**config.mk**
```make
export PLATFORM = sky130hd
export DESIGN_NAME = trap_sequencer
export DESIGN_NICKNAME = d
export VERILOG_FILES = /design/src/rtl/trap_sequencer.sv
export SDC_FILE = /design/constraint.sdc
export NUM_CORES = 1
export LEC_CHECK = 0
export CAP_MARGIN = 20
export CORE_MARGIN = 1
export CORE_UTILIZATION = 39
export CTS_CLUSTER_SIZE = 40
export DETAILED_ROUTE_END_ITERATION = 8
export HOLD_SLACK_MARGIN = 0.15
export MAX_ROUTING_LAYER = met4
export PLACE_DENSITY = 0.81
export REMOVE_ABC_BUFFERS = 1
export SETUP_SLACK_MARGIN = 0.3
export SYNTH_ARGS = -nofsm -noshare
export SYNTH_HDL_FRONTEND = slang
export SYNTH_SLANG_ARGS = --single-unit
```
**constraint.sdc**
```tcl
create_clock -name clk -period 2.5 [get_ports clk]
set_input_delay 0.25 -clock clk [delete_from_list [all_inputs] [get_ports clk]]
set_output_delay 0.25 -clock clk [all_outputs]
set_load 0.01 [all_outputs]
```
**src/rtl/trap_sequencer.sv**
```systemverilog
// trap_sequencer: sequences exception, interrupt and mret handoff
// between the pipeline and the CSR file, then redirects the PC.
module trap_sequencer #(
  parameter int DATA_WIDTH  = 32,
  parameter int ACK_TIMEOUT = 15
) (
  input  logic                  clk,
  input  logic                  rst_n,
  input  logic                  exc_valid,
  input  logic [3:0]            exc_cause,
  input  logic [DATA_WIDTH-1:0] exc_value,
  input  logic [DATA_WIDTH-1:0] exc_pc,
  input  logic [DATA_WIDTH-1:0] cur_pc,
  input  logic                  irq_ext,
  input  logic                  irq_soft,
  input  logic                  irq_timer,
  input  logic                  mstatus_mie,
  input  logic [2:0]            mie_bits,
  input  logic                  mret_valid,
  input  logic [DATA_WIDTH-1:0] mepc,
  output logic                  trap,
  output logic [3:0]            trap_cause,
  output logic                  trap_is_irq,
  output logic [DATA_WIDTH-1:0] trap_value,
  output logic [DATA_WIDTH-1:0] trap_pc,
  input  logic                  trap_handled,
  input  logic [DATA_WIDTH-1:0] trap_target_pc,
  output logic                  mret_pulse,
  output logic                  pipe_stall,
  output logic                  redirect_valid,
  output logic [DATA_WIDTH-1:0] redirect_pc,
  output logic                  seq_fault
);

  typedef enum logic [1:0] {
    IDLE     = 2'd0,
    ISSUE    = 2'd1,
    WAIT_ACK = 2'd2,
    REDIRECT = 2'd3
  } state_t;

  state_t state, state_d;

  logic [7:0]            cnt, cnt_d;
  logic [8:0]            cnt_inc;
  logic [3:0]            cause_d;
  logic                  is_irq_d;
  logic [DATA_WIDTH-1:0] value_d;
  logic [DATA_WIDTH-1:0] pc_d;
  logic                  mret_d;
  logic                  fault_d;
  logic [DATA_WIDTH-1:0] rpc_d;

  logic [2:0] pend;
  logic [2:0] sel;
  logic [3:0] irq_code;
  logic       irq_any;

  assign pend    = {irq_ext, irq_soft, irq_timer}
                 & mie_bits & {3{mstatus_mie}};
  assign sel[2]  = pend[2];
  assign sel[1]  = pend[1] & ~pend[2];
  assign sel[0]  = pend[0] & ~(|pend[2:1]);
  assign irq_any = |pend;
  assign cnt_inc = {1'b0, cnt} + 9'd1;

  assign trap           = (state == ISSUE);
  assign redirect_valid = (state == REDIRECT);
  assign pipe_stall     = (state != IDLE);

  // Encode the winning interrupt source: ext > soft > timer
  always_comb begin
    irq_code = 4'd0;
    unique case (1'b1)
      sel[2]:  irq_code = 4'd11;
      sel[1]:  irq_code = 4'd3;
      sel[0]:  irq_code = 4'd7;
      default: irq_code = 4'd0;
    endcase
  end

  // Next-state and next-value logic for the trap sequence
  always_comb begin
    state_d  = state;
    cnt_d    = cnt;
    cause_d  = trap_cause;
    is_irq_d = trap_is_irq;
    value_d  = trap_value;
    pc_d     = trap_pc;
    mret_d   = 1'b0;
    fault_d  = seq_fault;
    rpc_d    = redirect_pc;
    unique case (state)
      IDLE: begin
        if (exc_valid) begin
          cause_d  = exc_cause;
          is_irq_d = 1'b0;
          value_d  = exc_value;
          pc_d     = exc_pc;
          state_d  = ISSUE;
        end else if (irq_any) begin
          cause_d  = irq_code;
          is_irq_d = 1'b1;
          value_d  = '0;
          pc_d     = cur_pc;
          state_d  = ISSUE;
        end else if (mret_valid) begin
          mret_d  = 1'b1;
          rpc_d   = {mepc[DATA_WIDTH-1:2], 2'b00};
          state_d = REDIRECT;
        end
      end
      ISSUE: begin
        cnt_d   = '0;
        state_d = WAIT_ACK;
      end
      WAIT_ACK: begin
        if (trap_handled) begin
          rpc_d   = {trap_target_pc[DATA_WIDTH-1:2], 2'b00};
          state_d = REDIRECT;
        end else if (cnt_inc == 9'(ACK_TIMEOUT)) begin
          fault_d = 1'b1;
          rpc_d   = '0;
          state_d = REDIRECT;
        end else begin
          cnt_d = cnt_inc[7:0];
        end
      end
      REDIRECT: begin
        state_d = IDLE;
      end
      default: begin
        state_d = IDLE;
      end
    endcase
  end

  // State, latched trap fields and sticky fault flag
  always_ff @(posedge clk or negedge rst_n) begin
    if (!rst_n) begin
      state       <= IDLE;
      cnt         <= '0;
      trap_cause  <= '0;
      trap_is_irq <= 1'b0;
      trap_value  <= '0;
      trap_pc     <= '0;
      mret_pulse  <= 1'b0;
      seq_fault   <= 1'b0;
      redirect_pc <= '0;
    end else begin
      state       <= state_d;
      cnt         <= cnt_d;
      trap_cause  <= cause_d;
      trap_is_irq <= is_irq_d;
      trap_value  <= value_d;
      trap_pc     <= pc_d;
      mret_pulse  <= mret_d;
      seq_fault   <= fault_d;
      redirect_pc <= rpc_d;
    end
  end

endmodule

```
=== Yosys cells after proc, flatten, opt, wreduce, memory -nomap -nowiden ===
Cells that the tools add are included.

* Register bits: 113
* Bits of input ports: 176
* Output and inout bits: 106
* Word-level logic and storage cells: 68

* $add $sub $neg: 1
* Equal/unequal tests: 11
* Mux-type cells: 28
* Bitwise gates (word level): 7
* Reductions and logical operators: 12

{| class="wikitable"
|+ Operators with widths
! cell !! count
|-
| two-way mux 32 bit || 9
|-
| one-hot mux 32 bit (2 select lines) || 1
|-
| two-way mux 8 bit || 2
|-
| one-hot mux 8 bit (2 select lines) || 1
|-
| one-hot mux 4 bit (3 select lines) || 1
|-
| two-way mux 2 bit || 5
|-
| inequality test 2 bit (second input constant) || 5
|-
| adder 8 x 1 -> 9 bit (second input constant) || 1
|-
| equality test 9 x 4 -> 1 bit (second input constant) || 1
|-
| two-way mux 4 bit || 2
|-
| one-hot mux 2 bit (4 select lines) || 1
|-
| nonzero test 2 bit || 4
|-
| bitwise AND 3 bit || 2
|-
| two-way mux 1 bit || 6
|-
| AND reduction 3 bit || 2
|-
| AND reduction 5 bit || 1
|-
| equality test 2 bit (second input constant) || 2
|-
| inequality test 4 bit (second input constant) || 1
|-
| AND reduction 2 bit || 2
|-
| inequality test 3 bit (second input constant) || 1
|-
| NOT 1 bit || 3
|-
| OR reduction 3 bit || 1
|-
| bitwise AND 1 bit || 2
|-
| equality test 2 x 1 -> 1 bit (second input constant) || 1
|-
| other kinds (2) || 2
|}

=== Longest topological paths before layout ===
Gate-level depths: netlist of run 1.

* Word-level depth: 8
* Depth in mapped cells: 9

=== Least setup slack after synthesis of run 1 ===
Ideal clock, no wire load.

* Path kind: reg2reg
* Start point: register cnt[0]
* End point: register cnt[0]
* Library setup time: 121 ps
* Data arrival time: 1700 ps
* Data required time: 2379 ps
* Slack: 679 ps
* Stages on the path, launching flop included: 7
* Path buffers: 0
* Clock period less this slack: 1821 ps
* Cell sequence: dfrtp_1 ha_1 xor2_1 nand4b_1 nor2_1 mux2_2 a22o_1

* Longest elaborated chain between the ends: 4
* Elaborated cells on any way between the ends: 7
* Classes of those cells: add/sub: 1; eq/ne: 2; mux: 3; reduce/logical: 1

{| class="wikitable"
|+ RTL lines
! item !! line !! text
|-
| start: declaration || 44 || <nowiki>logic [7:0] cnt, cnt_d;</nowiki>
|-
| start signal: assignment || 152 || <nowiki>cnt <= cnt_d;</nowiki>
|-
| adder 8 x 1 -> 9 bit * || 65 || <nowiki>assign cnt_inc = {1'b0, cnt} + 9'd1;</nowiki>
|-
| equality test 9 x 4 -> 1 bit or two-way mux 8 bit (tied branches) || 121 || <nowiki>end else if (cnt_inc == 9'(ACK_TIMEOUT)) begin</nowiki>
|-
| inequality test 2 bit (no source line) or two-way mux 8 bit (tied branches) || - ||
|-
| AND reduction 3 bit (no source line) or one-hot mux 8 bit (2 select lines) (tied branches) || - ||
|}

Every way passes the cells marked *; elsewhere a longest branch is shown, timed or not. The select of a mux whose other input is x is not followed.
A chain may end at the register's enable or synchronous reset.

=== Worst setup path in the final report of run 1 ===
* Start point: register state[0]
* End point: output pipe_stall

* Longest elaborated chain between the ends: 1

{| class="wikitable"
|+ RTL lines
! item !! line !! text
|-
| start: declaration || 42 || <nowiki>state_t state, state_d;</nowiki>
|-
| start signal: assignment || 151 || <nowiki>state <= state_d;</nowiki>
|-
| nonzero test 2 bit || 69 || <nowiki>assign pipe_stall = (state != IDLE);</nowiki>
|-
| end: declaration || 29 || <nowiki>output logic pipe_stall,</nowiki>
|}

Every way passes these cells.

==> results by group, run 1 <==
Placement
  – Number of buffers added on ports: around 280
  – Number of cells after detailed placement: slightly above 900
  – DPL Wire Length: around 11 mm
  – Placer Congestion: 0.7972
  – Place WS: approximately 0.34 ns

GRT
  – Vias in the first global route: 4631
  – Grt total ovfl: 0
  – First-pass GRT wire length: around 23 mm
  – Initial antenna violation count: 0
  – Pin count of the biggest net entering global routing: 55
  – GRT Util Overall: 0.2228

Yosys
  – Register area share after synthesis: 0.5443
  – Syn avg cell area: between 10 and 15 um2
  – Post-synth top area cell: dfrtp_1
  – Syn Std Cell Area: approximately 5000 um2
  – Netlist cell types: 36
  – Top-area cell type share of the netlist area: 0.5443
  – Synth Register Bits: approximately 110
  – Syn. warnings: 0
  – Top post-synthesis cells by area: dfrtp_1, a21oi_1, a22o_1
  – Mapped Cells: between 400 and 500

Power and ir drop
  – Max VDD drop: about 0.59 mV
  – Sw frac: 0.3609
  – Total power draw: 9.112 mW
  – Total leakage power: 3.591 nW
  – Clock share of power: 0.166
  – Comb power frac: 0.500
  – PD cells: between 1000 and 1500 nW/um2
  – Seq pwr share: 0.334
  – P_sw: roughly 3.3 mW
  – P_int: ~5.8 mW

Die
  – Row Count: 41
  – DIE WIDTH: about 120 um
  – Die area: between 10000 and 15000 um2
  – Die height: between 100 and 150 um
  – Core area: 12670 um2
  – Initial Util: 0.4028
  – # IOs: 282

Timing
  – RSZ-0062 raised after global routing: false
  – Worst setup margin: 0.4639 ns
  – Setup Skew: around 0.0087 ns
  – Setup violators final: 0
  – Actual slew at the worst max-slew pin: 0.6652 ns
  – Slew Limit Fails: 0
  – Tcrit/Tclk final: 0.8144
  – Relative slew slack: 0.5565
  – Fin crit period: 2.036 ns
  – Achievable Freq: ~0.5 GHz
  – Final Hold Fails: 0

Clock tree
  – Skew-Pair Late Insertion Delay: 0.34 ns
  – CTS clk-pin slew, worst paths: about 0.080 ns
  – CTS Buffer Depth: 2
  – Clk sinks: around 110
  – Post-CTS setup buffer count: 0
  – CTS HTree Levels: 3
  – CTS buffer count: 9
  – Clock root buffer: clkbuf_16
  – CTS tree: done

Drt
  – Routed vias: between 4000 and 5000
  – First-pass DRT Iterations: 4
  – DR DRC count: 0
  – WL/cell: ~16 um
  – Post-route ant nets: 0
  – Avg Vias per Cell: between 5 and 6
  – Routed wire length: between 10 and 15 mm
  – Drt initial violations: 236

Finish
  – Final Instance Count excl. Fillers: 924
  – FF+latch area: 2778 um2
  – Final nets: 930
  – Fillers: roughly 1000
  – Number of diodes: 0
  – Syn-to-layout area delta: 63.67%
  – Multi-input gate area: about 2100 um2
  – Layout cell share with drive strength beyond 1: 0.05452

Hold path
  – Worst hold path class: input pin to asynchronous set/reset pin

Worst setup path
  – Critical path peak fanout: 10
  – Startpoint Class: flip-flop
  – Kind of critical path: flip-flop to output port
  – WP data required: between 2 and 2.5 ns
  – CP Capture Type: output port
  – CP arrival: approximately 1.8 ns

Run
  – Max Cap Violations: 0

Run status
  – Status: completed
-- kinds of logic (layout without fill, tap and decap cells) --
logic type / count (synthesis) / after routing / share of synthesized area
buffers and inverters: 44 / 311 / 0.04609
other: 1 / 2 / 0.0007348
multiplexers: 38 / 38 / 0.07526
AND/OR/NAND/NOR: 102 / 102 / 0.1013
XOR/XNOR: 2 / 2 / 0.003433
flip-flops: 111 / 111 / 0.5443
AO/OA/AOI/OAI: 179 / 179 / 0.2118
adder cells (fa/ha/maj): 7 / 7 / 0.01716
-- registers in the layout (all words and copies together) (netlist names) --
signal       count
trap_pc         32
trap_value      32
redirect_pc     30
cnt              8
trap_cause       4
state            2
mret_pulse       1
seq_fault        1
trap_is_irq      1
-- synth_stat cells (all sizes together) --
library cell    n
a21o            2
a21oi          94
a22o           41
a31o            2
a31oi           1
and2            3
and3            1
buf            26
clkbuf         13
conb            1
dfrtp         111
ha              7
inv             5
mux2            3
mux2i          35
nand2          40
nand2b          2
nand3           7
nand4b          2
nor2            8
nor2b          33
nor3            3
nor3b           1
o21ai          35
o22a            2
o22ai           1
o32a            1
or4             1
or4b            1
xor2            2
-- through the flow --
| step | TNS [ns] | utilization | hold WS (ns) | cell area (um2) |
|---|---|---|---|---|
| floorplan | -36.97 | - | -0.04559 | 4891 |
| global placement | 0 | 0.6324 | 0.06415 | 8013 |
| detailed placement | 0 | 0.6324 | 0.06351 | 8013 |
| CTS | 0 | 0.6588 | 0.2429 | 8348 |
| global route | 0 | 0.6592 | 0.2587 | 8353 |
| finish | 0 | 0.6592 | 0.2479 | 8353 |
-- power groups by stage --
stage / Combinational (mW) / Sequential (mW) / Clock [mW]
finish: 4.56 / 3.04 / 1.51
global route: 4.95 / 3.14 / 1.63
CTS: 4.59 / 3.05 / 1.54
detailed placement: 4.58 / 3.06 / 0
global placement: 4.45 / 3.03 / 0
floorplan: 1.64 / 3.38 / 0
-- per-layer routing --
metal	wire, um	vias up	GRT usage
met5	0	-	-
met4	193	0	0.05043
met3	890	18	0.04619
met2	7850	166	0.3909
met1	5993	2247	0.2618
li1	-	2241	-
-- area by class of cell --
type / count / share of cell area
timing repair buffer: 290 / 0.3484
tap: 172 / 0.02576
clock inverter: 7 / 0.01198
sequential: 111 / 0.3325
inverter: 5 / 0.002247
multi-input combinational: 330 / 0.2521
clock buffer: 9 / 0.02696
-- timing repair --
action                     4_1_cts  5_1_grt
gates resized for setup          0        2
setup endpoints to repair        0        2
hold buffers                     1        0
hold endpoints to repair        95        0
-- layout by cell type, fill, tap and decap left out, types with 9 or more instances in the layout --
| master | instances |
|---|---|
| clkdlybuf4s50_1 | 273 |
| mux2i_1 | 35 |
| nor2b_1 | 33 |
| a22o_1 | 41 |
| buf_4 | 11 |
| o21ai_0 | 32 |
| nand2_1 | 40 |
| a21oi_1 | 93 |
| clkbuf_16 | 9 |
| dfrtp_1 | 111 |
-- worst max-delay path, stage by stage (launching register included) --
cell and delay [ns]:
dfrtp_1 0.42, inv_1 0.12, ha_2 0.29, inv_1 0.11, clkdlybuf4s50_1 0.50
-- worst paths after layout --
kind	cells past startpoint	end	slack, ns	startpoint
max	4	pipe_stall	0.46	state[0]
min	2	trap_cause[0]	0.25	rst_n
max reg2reg	6	cnt[0]	0.49	cnt[0]
min reg2reg	1	seq_fault	0.46	seq_fault
max in group asynchronous	3	trap_value[16]	1.40	rst_n
min in group clk	4	trap_cause[2]	0.34	exc_valid
Note: power is estimated with default switching activity, not from simulation.
==> run 2: changes to the inputs <==
CORE_UTILIZATION = 35   (was 39)
PLACE_DENSITY = 0.77   (was 0.81)
clock period = 1.8 ns   (was 2.5 ns; I/O delays follow)
==> results by group, run 2 (synthesis results as in run 1) <==
Clock tree
  – CTS Buffer Depth: 2 (unchanged)
  – CTS buffer count: 9 (unchanged)
  – Clock root buffer: clkbuf_16
  – Skew-Pair Late Insertion Delay: 0.35 ns (about the same)
  – Clk sinks: 111 (unchanged)
  – CTS clk-pin slew, worst paths: 0.08 ns (about the same)
  – CTS HTree Levels: 3 (unchanged)
  – CTS tree: done

Drt
  – Routed vias: 5238 (+12%)
  – Drt initial violations: 213 (-9.7%)
  – First-pass DRT Iterations: 4 (unchanged)
  – WL/cell: 18.90 um (+17%)
  – Routed wire length: 18.95 mm (+27%)
  – DR DRC count: 0 (unchanged)
  – Met3 wire len: 882 um (-0.90%)
  – Avg Vias per Cell: 5.222 (+3.3%)
  – Post-route ant nets: 0 (unchanged)
  – Routed met2 length: 9.919 mm (+26%)
  – Met1 WL: 7.734 mm (+29%)
  – Max layer used: met4

Timing
  – Setup Skew: 0.01027 ns (+0.001613 ns)
  – Worst setup margin: -0.06245 ns (-0.5263 ns)
  – RSZ-0062 raised after global routing: true
  – Setup TNS: -1.066 ns (-1.066 ns)
  – Actual slew at the worst max-slew pin: 0.5980 ns (-0.06726 ns)
  – Relative slew slack: 0.6013 (+0.04484)
  – Slew Limit Fails: 0 (unchanged)
  – Fin crit period: between 1.5 and 2 ns
  – Achievable Freq: about 0.54 GHz
  – Setup violators final: 32 (+32)
  – Tcrit/Tclk final: 1.035
  – Final Hold Fails: 0 (unchanged)

Finish
  – Final nets: 1001 (+7.6%)
  – Layout cell share with drive strength beyond 1: 0.2467 (+0.1921)
  – Post-route cell area: 9881 um2 (+18%)
  – Most frequent cells in the layout: clkdlybuf4s50_1, dfrtp_1, a21oi_1, a22o_1, buf_4
  – Syn-to-layout area delta: 93.60%
  – Number of diodes: 0 (unchanged)
  – Final Instance Count excl. Fillers: 1003 (+8.5%)
  – Largest regs: trap_pc: 32 flops, trap_value: 32 flops, redirect_pc: 30 flops
  – Fillers: 941 (-5.5%)
  – FF+latch area: 2779 um2 (about the same)
  – Commonest non-fill, non-tap cell in the layout: clkdlybuf4s50_1
  – Multi-input gate area: 2599 um2 (+23%)

Die
  – Die area: 15070 um2 (+11%)
  – Core area: 14040 um2 (+11%)
  – Initial Util: 0.3635 (-0.03933)
  – Die height: 122.8 um (+5.5%)
  – DIE WIDTH: 122.8 um (+5.5%)
  – # IOs: 282 (unchanged)
  – Row Count: 43 (+4.9%)

Power and ir drop
  – Max VDD drop: 0.8065 mV (+38%)
  – Total power draw: 15.74 mW (+73%)
  – PD cells: 1593 nW/um2 (+46%)
  – Total leakage power: 4.549 nW (+27%)

GRT
  – First-pass GRT wire length: 26.58 mm (+17%)
  – Vias in the first global route: 5207 (+12%)
  – GRT Util Overall: 0.2371 (+0.01433)
  – Initial antenna violation count: 0 (unchanged)
  – Pin count of the biggest net entering global routing: 40 (-27%)
  – Grt total ovfl: 0 (unchanged)

Hold path
  – Worst Hold Launch: exc_valid
  – Worst hold path class: input pin to flip-flop

Run
  – Max Cap Violations: 0 (unchanged)

Run status
  – Failing checks: setup timing
  – Status: finished, violations left

Placement
  – Number of buffers added on ports: 275 (unchanged)
  – Number of cells after detailed placement: 937 (+3.3%)
  – DP Area: 8225 um2 (+2.7%)
  – Placer Congestion: 0.8232 (+3.3%)
  – DPL Wire Length: 11.91 mm (+5.2%)

Worst setup path
  – CP top delay family: flip-flops
  – CP Capture Type: flip-flop
  – Buffers & Inverters on Critical Path: 1 (-2)
  – Critical path peak fanout: 4 (-6)
  – Crit-path slowest cell: dfrtp_1
  – Startpoint Class: flip-flop
  – WP data required: 2.04 ns (-0.21 ns)
  – Kind of critical path: flip-flop to flip-flop
  – CP arrival: 2.10 ns (+0.31 ns)
  – CP startpoint: cnt[1]
  – Max incr delay on CP: 0.40 ns (-0.10 ns)
  – CP Cell Sequence: ha_2, xor2_1, nand4b_1, buf_4, nor2_4, mux2_4, a22o_1
  – RR Startpoint: cnt[1]
-- run 2: changes by cell type in the layout (fill, tap and decap cells not counted), moves of 14 or more --
cell	previous run	this run
dlymetal6s2s_1	0	26
buf_6	0	21
a21oi_2	1	15
buf_4	11	36
clkdlybuf4s50_1	273	242
o21ai_2	1	22
o21ai_0	32	1
nand2_1	40	10
a21oi_1	93	78
nand2_4	0	18
-- run 2: path summary, 6_finish.rpt --
check                                      to  slack (ns)  cells after the start
worst max-delay path                   cnt[0]       -0.06                      7
max in group asynchronous              cnt[2]        0.79                      3
worst max register to register         cnt[0]       -0.06                      7
worst min register to register      seq_fault        0.47                      1
min in group asynchronous       trap_value[0]        0.39                      2
worst min-delay path            trap_cause[2]        0.33                      4
-- run 2: timing repair --
action / 4_1_cts / 5_1_grt
hold buffers: 1 / 0
setup endpoints to repair: 112 / 119
setup buffers: 16 / 12
gates resized for setup: 65 / 168
cloned: 9 / 12
pin swaps: 12 / 34
endpoints found under the hold margin: 35 / 0
-- run 2: worst register-to-register path: stages (launching register included) --
cell      delay, ns
dfrtp_1        0.40
ha_2           0.20
xor2_1         0.17
nand4b_1       0.18
buf_4          0.20
nor2_4         0.13
mux2_4         0.31
a22o_1         0.17
-- run 2: final cells by class --
class                   instances  area share
well taps                     180     0.02279
multi-input cells             333      0.2630
repair buffers                358      0.4000
clock buffers                   9     0.02279
inverters                       5    0.002153
clock inverters                 7    0.007978
flip-flops and latches        111      0.2812
-- run 2: power breakdown --
part	total, mW	internal, mW	switching [mW]
Combinational	9.28	5.17	4.11
Clock	2.07	1.10	0.971
Sequential	4.38	3.61	0.776
Total	15.7	9.88	5.86
-- run 2: metal layers --
| layer | global-route usage | vias to the layer above |
|---|---|---|
| met5 | - | - |
| li1 | - | 2401 |
| met1 | 0.2869 | 2609 |
| met2 | 0.4020 | 196 |
| met4 | 0.08765 | 0 |
| met3 | 0.03253 | 32 |
-- run 2: per-stage QoR --
stage	setup slack, ns	hold WS, ns	util
final	-0.06245	0.3335	0.7036
after global routing	-0.1598	0.3422	0.7036
after CTS	0.01338	0.2607	0.6457
after detailed placement	-0.1659	0.1914	0.5858
after global placement	-0.06821	0.1855	0.5858
after floorplan	-1.232	-0.1156	-
